**src/rtl/loader_pkg.sv**
```systemverilog
// Shared types and constants for the UART instruction-memory loader.
package loader_pkg;

  typedef enum logic [1:0] {
    IDLE,
    COLLECT,
    WRITE,
    DONE
  } state_t;

  localparam logic [31:0] DEFAULT_TERM_WORD = 32'hFFFF_FFFF;

  // Width of a counter that must reach limit-1 before wrapping back to zero.
  function automatic int unsigned tmo_width(input int unsigned limit);
    return (limit < 2) ? 1 : $clog2(limit);
  endfunction

endpackage

```
**src/rtl/uart_word_assembler.sv**
```systemverilog
// Packs UART bytes little-endian into 32-bit words, with break, timeout and
// disable flushing of a partially received word.
module uart_word_assembler
  import loader_pkg::*;
#(
  parameter int unsigned BYTE_TIMEOUT = 1_000_000
) (
  input  logic        clk,
  input  logic        rst,
  input  logic        accept,
  input  logic        rx_valid,
  input  logic [7:0]  rx_data,
  input  logic        rx_break,
  output logic        word_valid,
  output logic [31:0] word
);

  localparam int unsigned TMO_W = tmo_width(BYTE_TIMEOUT);
  localparam logic [TMO_W-1:0] TMO_LAST = TMO_W'(BYTE_TIMEOUT - 1);

  logic [1:0]       byte_cnt;
  logic [23:0]      partial;
  logic [TMO_W-1:0] tmo_cnt;
  logic             take;

  // A byte is taken only while enabled and not overridden by a break.
  always_comb begin
    take       = accept && rx_valid && !rx_break;
    word_valid = take && (byte_cnt == 2'd3);
    word       = {rx_data, partial};
  end

  // Byte slotting, byte counter and inter-byte timeout.
  always_ff @(posedge clk or posedge rst) begin
    if (rst) begin
      byte_cnt <= '0;
      partial  <= '0;
      tmo_cnt  <= '0;
    end else if (!accept || rx_break) begin
      byte_cnt <= '0;
      tmo_cnt  <= '0;
    end else if (take) begin
      case (byte_cnt)
        2'd0:    partial[7:0]   <= rx_data;
        2'd1:    partial[15:8]  <= rx_data;
        2'd2:    partial[23:16] <= rx_data;
        default: ;
      endcase
      byte_cnt <= byte_cnt + 2'd1;
      tmo_cnt  <= '0;
    end else if (byte_cnt != 2'd0) begin
      if (tmo_cnt == TMO_LAST) begin
        byte_cnt <= '0;
        tmo_cnt  <= '0;
      end else begin
        tmo_cnt <= tmo_cnt + 1'b1;
      end
    end
  end

endmodule

```
**src/rtl/uart_imem_loader.sv**
```systemverilog
// Boot loader: writes UART-received words to instruction memory from address
// 0 upward, holding the core in reset until a terminator or full memory.
module uart_imem_loader
  import loader_pkg::*;
#(
  parameter int unsigned ADDR_W       = 8,
  parameter logic [31:0] TERM_WORD    = DEFAULT_TERM_WORD,
  parameter int unsigned BYTE_TIMEOUT = 1_000_000
) (
  input  logic              clk,
  input  logic              rst,
  input  logic              load_en,
  input  logic              rx_valid,
  input  logic [7:0]        rx_data,
  input  logic              rx_break,
  output logic              imem_we,
  output logic [ADDR_W-1:0] imem_addr,
  output logic [31:0]       imem_wdata,
  output logic              write_done,
  output logic              core_rst,
  output logic              mem_full,
  output logic [ADDR_W:0]   word_count
);

  state_t            state, state_nxt;
  logic [ADDR_W-1:0] ptr;
  logic              accept;
  logic              word_valid;
  logic [31:0]       word;

  // The assembler keeps collecting during WRITE so a byte arriving then is kept.
  always_comb begin
    accept = load_en && ((state == COLLECT) || (state == WRITE));
  end

  uart_word_assembler #(
    .BYTE_TIMEOUT(BYTE_TIMEOUT)
  ) u_asm (
    .clk       (clk),
    .rst       (rst),
    .accept    (accept),
    .rx_valid  (rx_valid),
    .rx_data   (rx_data),
    .rx_break  (rx_break),
    .word_valid(word_valid),
    .word      (word)
  );

  // Next-state and write strobe.
  always_comb begin
    state_nxt = state;
    imem_we   = 1'b0;
    case (state)
      IDLE: begin
        if (load_en) state_nxt = COLLECT;
      end
      COLLECT: begin
        if (!load_en)                state_nxt = IDLE;
        else if (word_valid)         state_nxt = (word == TERM_WORD) ? DONE : WRITE;
      end
      WRITE: begin
        imem_we = 1'b1;
        if (ptr == '1)               state_nxt = DONE;
        else if (!load_en)           state_nxt = IDLE;
        else                         state_nxt = COLLECT;
      end
      DONE:    state_nxt = DONE;
      default: state_nxt = IDLE;
    endcase
  end

  // State register.
  always_ff @(posedge clk or posedge rst) begin
    if (rst) state <= IDLE;
    else     state <= state_nxt;
  end

  // Write port registers, word pointer and status flags.
  always_ff @(posedge clk or posedge rst) begin
    if (rst) begin
      ptr        <= '0;
      imem_addr  <= '0;
      imem_wdata <= '0;
      word_count <= '0;
      write_done <= 1'b0;
      core_rst   <= 1'b1;
      mem_full   <= 1'b0;
    end else begin
      if (word_valid && (word != TERM_WORD)) begin
        imem_addr  <= ptr;
        imem_wdata <= word;
      end
      if (state == WRITE) begin
        ptr        <= ptr + 1'b1;
        word_count <= word_count + 1'b1;
        if (ptr == '1) mem_full <= 1'b1;
      end
      if ((state_nxt == DONE) && (state != DONE)) begin
        write_done <= 1'b1;
        core_rst   <= 1'b0;
      end
    end
  end

endmodule

```
**config.mk**
```make
export PLATFORM = sky130hd
export DESIGN_NAME = uart_imem_loader
export DESIGN_NICKNAME = d
export VERILOG_FILES = /design/src/rtl/loader_pkg.sv /design/src/rtl/uart_word_assembler.sv /design/src/rtl/uart_imem_loader.sv
export SDC_FILE = /design/constraint.sdc
export NUM_CORES = 1
export LEC_CHECK = 0
export CORE_ASPECT_RATIO = 0.9
export CORE_MARGIN = 2
export CORE_UTILIZATION = 50
export CTS_CLUSTER_SIZE = 10
export DETAILED_ROUTE_END_ITERATION = 10
export HOLD_SLACK_MARGIN = 0.12
export PLACE_DENSITY = 0.74
export SLEW_MARGIN = 0
export SYNTH_ARGS = -nofsm -noshare
export SYNTH_HDL_FRONTEND = slang
export SYNTH_HIERARCHICAL = 1
export SYNTH_SLANG_ARGS = --single-unit
```
**constraint.sdc**
```tcl
create_clock -name clk -period 3.29 [get_ports clk]
set_clock_uncertainty 0.05 [all_clocks]
set_input_delay 0.329 -clock clk [delete_from_list [all_inputs] [get_ports clk]]
set_output_delay 0.329 -clock clk [all_outputs]
set_load 0.005 [all_outputs]
```
==> key figures, run 1 <==
Global route
  – Vias in the first global route: approximately 3100
  – GRT Residual Overflow: 0
  – Antenna violations before repair: 0
  – Largest net degree at the start of global routing: 63
  – Total GRT Usage: 18.9%
  – Wire length of the first global-routing pass: 15500 um

Synth
  – Cells after Synth: 380
  – Syn_nets: roughly 400
  – Post-synthesis cell area: roughly 0.0048 mm^2
  – Synth top area cells: dfrtp_1 (56%), mux2_2 (16%), xnor2_1 (3.1%)
  – Yosys top cell area share: 56.0%
  – Seq/Total Area, Yosys: 56.5%
  – Warnings, synthesis: 6
  – Mapped Avg Cell Area: 12.6 um^2
  – Post-synth cell types: 46
  – Post-synth ARST share: 100%
  – Top cells by instance count after synthesis: dfrtp_1 (107), mux2_2 (66), nand2_1 (19), nor2_1 (19)
  – Top-count cell post-synth: dfrtp_1
  – Synth area leader: dfrtp_1
  – Post-synth EDFFs: 0
  – Top_reg_cell synth: dfrtp_1
  – Flops & latches, synth: 108

Route
  – Routed WL: 9010 um
  – WL/cell: 15.9 um
  – Via count: 3081
  – Routed Antenna Nets: 0
  – DRT iter0 DRCs: 64
  – Via density: 5.44
  – Pre-antenna DRT Iters: 4
  – Residual DRC count: 0

Floorplanning
  – Initial Util: 51.9%
  – Die Area: between 0.01 and 0.015 mm^2
  – I/O Pins: 66
  – Core Box Area: 0.00921 mm^2
  – Cell row count: 33
  – DIE WIDTH: 107 um
  – Die Y: between 90 and 100 um

Worst setup path
  – Req. time, crit path: 3530 ps
  – CP peak stage delay: 540 ps
  – Crit-path max FO: 10
  – Critical path arrival: approximately 2800 ps
  – Worst setup path start: state[0]
  – Worst R2R Setup Slack: 750 ps
  – Reg-to-reg critical path startpoint: state[0]
  – Setup crit end kind: flip-flop
  – Stages on worst setup path: 8
  – CP Capture Point: u_asm/tmo_cnt[19]
  – Setup crit start kind: flip-flop
  – R2r endpoint: u_asm/tmo_cnt[19]
  – Slowest CP cell: or4b_1
  – Cell Chain, Critical Path: inv_1 -> ha_1 -> and2_1 -> nor4bb_1 -> buf_4 -> or3_1 -> or4b_1 -> a21oi_1
  – WP buf/inv: 2
  – Critical path's top delay family: simple AND/OR/NAND/NOR gates
  – Critical path class: flip-flop to flip-flop
  – Reg2Reg Depth: 8

Clock tree
  – Longest Clk Path Bufs: 2
  – Worst-path clk slew: roughly 100 ps
  – CTS root buffer: clkbuf_8
  – CTS buffer count: 9
  – CTS tree: yes
  – CTS H-tree lvls: 3
  – Post-cts repair resize count: 0
  – Post-CTS Setup Inserts: 0
  – Hold_buf cts: 0
  – Worst-Skew Late Latency: 370 ps
  – Clock Sinks: 108

Timing
  – Max-slew violation count: 0
  – Final setup violation count: 0
  – Setup TNS: 0 ps
  – RSZ-0062 raised after global routing: false
  – Count of final hold-check violations: 0
  – Fmax: 393 MHz
  – Relative slew slack: 48.2%
  – Fin crit share: ~77%
  – Worst slew pin tran: 776 ps
  – Crit path time final: 2540 ps

Cells and area
  – Layout cells sized above 1: 21.6%
  – Area grow syn2layout: 19.1%
  – Diodes inserted: 0
  – Nets@finish: about 460
  – Final Util: between 60% and 70%

Pwr
  – Pwr/cell area: 376 mW/mm^2
  – Combinational share of power: 2.4%
  – Switching part of the total: a little under a quarter
  – Internal power: about 0.0016 W
  – LEAKAGE: 2.53 nW
  – Sw power: 0.000495 W
  – Peak VDD IR: 0.180 mV
  – Reg power frac: 62.0%
  – Clock network power share: between 30% and 40%

Placement
  – Detailed placer's ending HPWL: 6460 um
  – GPL Wtd Cong: 0.795
  – PortBufs: 65

Worst hold path
  – Hold Crit Class: input pin to asynchronous set/reset pin

Run
  – Max-Cap Viols: 0

Outcome
  – Status: complete, no violations
[cell type report]
| cell class | instances | area (um^2) |
|---|---|---|
| multi-input combinational | 240 | 1920 |
| sequential | 108 | 2700 |
| clock inverter | 5 | 45.0 |
| timing repair buffer | 70 | 701 |
| clock buffer | 10 | 138 |
| inverter | 11 | 41.3 |
| tap | 122 | 153 |
| fill | 726 | 3510 |
[logic make-up after synthesis]
logic type | after synthesis | synth area share (%)
flops | 108 | 56.5
compound gates | 32 | 4.55
mux | 66 | 15.5
buf+inv | 32 | 3.64
xor+xnor | 24 | 4.39
simple gates | 107 | 12.5
fa+ha+maj | 11 | 2.88
[through the flow]
stage | hold slack [ps] | setup slack (ps) | instance area (um^2) | power [W] | cells
floorplan | 400 | 873 | 4780 | 0.00138 | 380
global placement | 398 | 682 | 5520 | 0.00141 | 551
detailed placement | 402 | 630 | 5520 | 0.00141 | 551
CTS | 416 | 718 | 5700 | 0.00217 | 566
global route | 416 | 567 | 5700 | 0.00222 | 566
finish | 402 | 747 | 5700 | 0.00214 | 566
[placed cells by master, fill, tap and decap left out, types with 3 or more instances in the layout]
| cell type | netlist | routed |
|---|---|---|
| a21oi_1 | 11 | 11 |
| buf_4 | 9 | 4 |
| clkbuf_8 | 0 | 10 |
| clkdlybuf4s50_1 | 0 | 65 |
| dfrtp_1 | 107 | 107 |
| ha_1 | 11 | 11 |
| inv_1 | 11 | 10 |
| mux2_2 | 66 | 66 |
| nand2_1 | 19 | 19 |
| nand3_1 | 11 | 11 |
| nand4_1 | 17 | 17 |
| nor2_1 | 19 | 19 |
| nor2b_1 | 4 | 4 |
| nor3_1 | 3 | 3 |
| nor4_1 | 7 | 7 |
| o21ai_0 | 9 | 9 |
| o31ai_1 | 3 | 3 |
| or3_1 | 6 | 6 |
| or4_1 | 4 | 4 |
| xnor2_1 | 17 | 17 |
| xor2_1 | 7 | 7 |
[worst min-delay path, cell delays in order]
cell             delay, ps
clkdlybuf4s50_1        430
inv_1                   60
buf_4                  480
[how the worst min path moves through the flow]
stage,endpoint,slack (ps)
finish,u_asm/tmo_cnt[2],400
global route,core_rst,420
CTS,u_asm/tmo_cnt[4],420
detailed placement,core_rst,400
global placement,core_rst,400
floorplan,core_rst,400
[power by group through the flow]
stage	clock [W]	combinational, W	sequential, W
floorplan	0	0.0000284	0.00135
global placement	0	0.0000538	0.00135
detailed placement	0	0.0000547	0.00135
CTS	0.000790	0.0000546	0.00133
global route	0.000834	0.0000593	0.00133
finish	0.000763	0.0000519	0.00133
[registers in the layout (all words and copies together), names as in the netlist]
register / flops
mem_full: 1
state: 2
u_asm/byte_cnt: 2
imem_addr: 8
core_rst: 1
u_asm/partial: 24
write_done: 1
word_count: 9
u_asm/tmo_cnt: 20
ptr: 8
imem_wdata: 32
[routing by layer]
metal	part of all wire [%]	routed length [um]	track usage [%]	vias to the layer above
li1	-	-	-	1467
met1	46	4180	26.0	1547
met2	49	4380	29.9	58
met3	3.7	335	4.18	9
met4	1.3	118	5.79	0
met5	0	0	0	-
No activity file was read; power rests on OpenSTA's default activity.
==> inputs of run 2 (changes only) <==
clock period = 2.6 ns   (was 3.29 ns; I/O delays follow)
==> key figures, run 2 (synthesis results as in run 1) <==
Route
  – WL/cell: 16.1 um (+1.4%)
  – DRT iter0 DRCs: 127 (+98%)
  – Routed WL: 9250 um (+2.6%)
  – Via count: 3115 (+1.1%)
  – Residual DRC count: 0 (unchanged)
  – Routed Antenna Nets: 0 (unchanged)
  – Via density: 5.44 (-0.13%)
  – Pre-antenna DRT Iters: 4 (unchanged)

Worst setup path
  – Crit-path max FO: 10 (unchanged)
  – Critical path arrival: 2680 ps (-100 ps)
  – Reg-to-reg critical path startpoint: state[0]
  – Setup crit start kind: flip-flop
  – Worst R2R Setup Slack: 150 ps (-590 ps)
  – Req. time, crit path: 2830 ps (-700 ps)
  – Setup crit end kind: flip-flop
  – Reg2Reg Depth: 8 (unchanged)
  – R2r endpoint: u_asm/tmo_cnt[17]
  – Critical path class: flip-flop to flip-flop

Clock tree
  – CTS buffer count: 9 (unchanged)
  – Worst-path clk slew: 110 ps (about the same)
  – CTS H-tree lvls: 3 (unchanged)
  – Longest Clk Path Bufs: 2 (unchanged)
  – Clock Sinks: 108 (unchanged)
  – CTS tree: yes
  – Worst-Skew Late Latency: 370 ps (about the same)
  – CTS root buffer: clkbuf_8

Pwr
  – Pwr/cell area: 468 mW/mm^2 (+24%)
  – Peak VDD IR: 0.315 mV (+74%)
  – LEAKAGE: 2.58 nW (+1.8%)

Global route
  – Total GRT Usage: 19.3% (+0.42 points)
  – Largest net degree at the start of global routing: 47 (-25%)
  – Antenna violations before repair: 0 (unchanged)
  – Vias in the first global route: 3169 (+0.99%)
  – GRT Residual Overflow: 0 (unchanged)
  – Wire length of the first global-routing pass: 16000 um (+3.3%)

Timing
  – Count of final hold-check violations: 0 (unchanged)
  – Final setup violation count: 0 (unchanged)
  – Max-slew violation count: 0 (unchanged)
  – Fmax: 409 MHz (+3.9%)
  – RSZ-0062 raised after global routing: false
  – Setup TNS: 0 ps (unchanged)
  – Crit path time final: 2450 ps (-96.6 ps)
  – Relative slew slack: 58.2% (+9.9 points)
  – Worst slew pin tran: 622 ps (-154 ps)
  – Fin crit share: 94.1% (+17 points)
  – Setup WS post-layout: 153 ps (-593 ps)

Placement
  – PortBufs: 65 (unchanged)
  – Detailed placer's ending HPWL: 6580 um (+2.0%)
  – Placement Setup Slack: 61.8 ps (-568 ps)
  – Placed insts: 556 (+0.91%)
  – GPL Wtd Cong: 0.824 (+3.6%)
  – Area of placed instances: 0.00558 mm^2 (+1.1%)

Floorplanning
  – Core Box Area: 0.00921 mm^2 (unchanged)
  – DIE WIDTH: 107 um (unchanged)
  – Initial Util: 51.9% (unchanged)
  – Die Area: 0.0104 mm^2 (unchanged)
  – Cell row count: 33 (unchanged)
  – I/O Pins: 66 (unchanged)
  – Die Y: 96.8 um (unchanged)

Cells and area
  – Finished Cell Area: 0.00578 mm^2 (+1.4%)
  – Finished Layout Cells: 573 (+1.2%)
  – Area grow syn2layout: 20.8%
  – Most frequent cells in the layout: dfrtp_1 (107), mux2_2 (66), clkdlybuf4s50_1 (65)
  – Diodes inserted: 0 (unchanged)
  – Nets@finish: 470 (+1.3%)
  – Largest regs: imem_wdata x32, u_asm/partial x24, u_asm/tmo_cnt x20
  – Leading cell type in the layout, fill and taps excluded: dfrtp_1
  – Max reg flops: 32 (unchanged)
  – Layout cells sized above 1: 23.3% (+1.7 points)
  – Final Util: 62.8% (+0.88 points)
  – Largest Register: imem_wdata

Worst hold path
  – Hold Crit Class: input pin to asynchronous set/reset pin

Outcome
  – Status: complete, no violations

Run
  – Max-Cap Viols: 0 (unchanged)
run 2: layout make-up:
cell class,count,area (um^2)
multi-input cells,240,1930
fillers,744,3430
well taps,122,153
inverters,11,41.3
clock inverters,7,61.3
clock buffers,9,124
flip-flops and latches,108,2700
repair buffers,76,771
run 2: how the worst max path moves through the flow:
stage | startpoint | end | slack (ps) | depth (start not counted)
detailed placement | state[0] | u_asm/tmo_cnt[13] | 60 | 8
finish | state[0] | u_asm/tmo_cnt[17] | 150 | 8
global route | state[0] | u_asm/tmo_cnt[17] | 10 | 8
CTS | state[0] | u_asm/tmo_cnt[13] | 20 | 8
global placement | state[0] | u_asm/tmo_cnt[13] | 150 | 8
floorplan | state[0] | u_asm/tmo_cnt[15] | 180 | 9
run 2: metrics by stage:
stage / hold WS, ps / total power, W
after CTS: 172 / 0.00274
after floorplan: 361 / 0.00175
after detailed placement: 398 / 0.00178
final: 167 / 0.00270
after global placement: 398 / 0.00178
after global routing: 196 / 0.00283
run 2: report_power, final:
part / internal [W] / switching, W / total, W
logic: 0.0000226 / 0.0000467 / 0.0000693
registers: 0.00168 / 0 / 0.00168
clock network: 0.000366 / 0.000589 / 0.000954
run 2: what timing repair did:
action	CTS	global route
buffers inserted	0	1
gates resized for setup	0	2
endpoints found under the hold margin	0	0
endpoints found under the setup margin	0	9
hold buffers	0	0
run 2: critical path: stages (launching register included):
cell	delay, ps
dfrtp_1	430
inv_1	80
ha_1	290
and2_1	160
nor4bb_1	120
buf_4	160
or3_4	380
or4_1	510
a21oi_1	170
run 2: layer usage:
metal | GRT usage, % | part of all wire [%]
met1 | 27.9 | 46
met3 | 3.84 | 3.1
met4 | 4.10 | 0.83
met2 | 30.4 | 50
met5 | 0 | 0
==> inputs of run 3 (changes only) <==
GPL_TIMING_DRIVEN = 1   (was default)
==> results of run 3 <==
Final layout, timing and power as in run 2 (identical DEF).
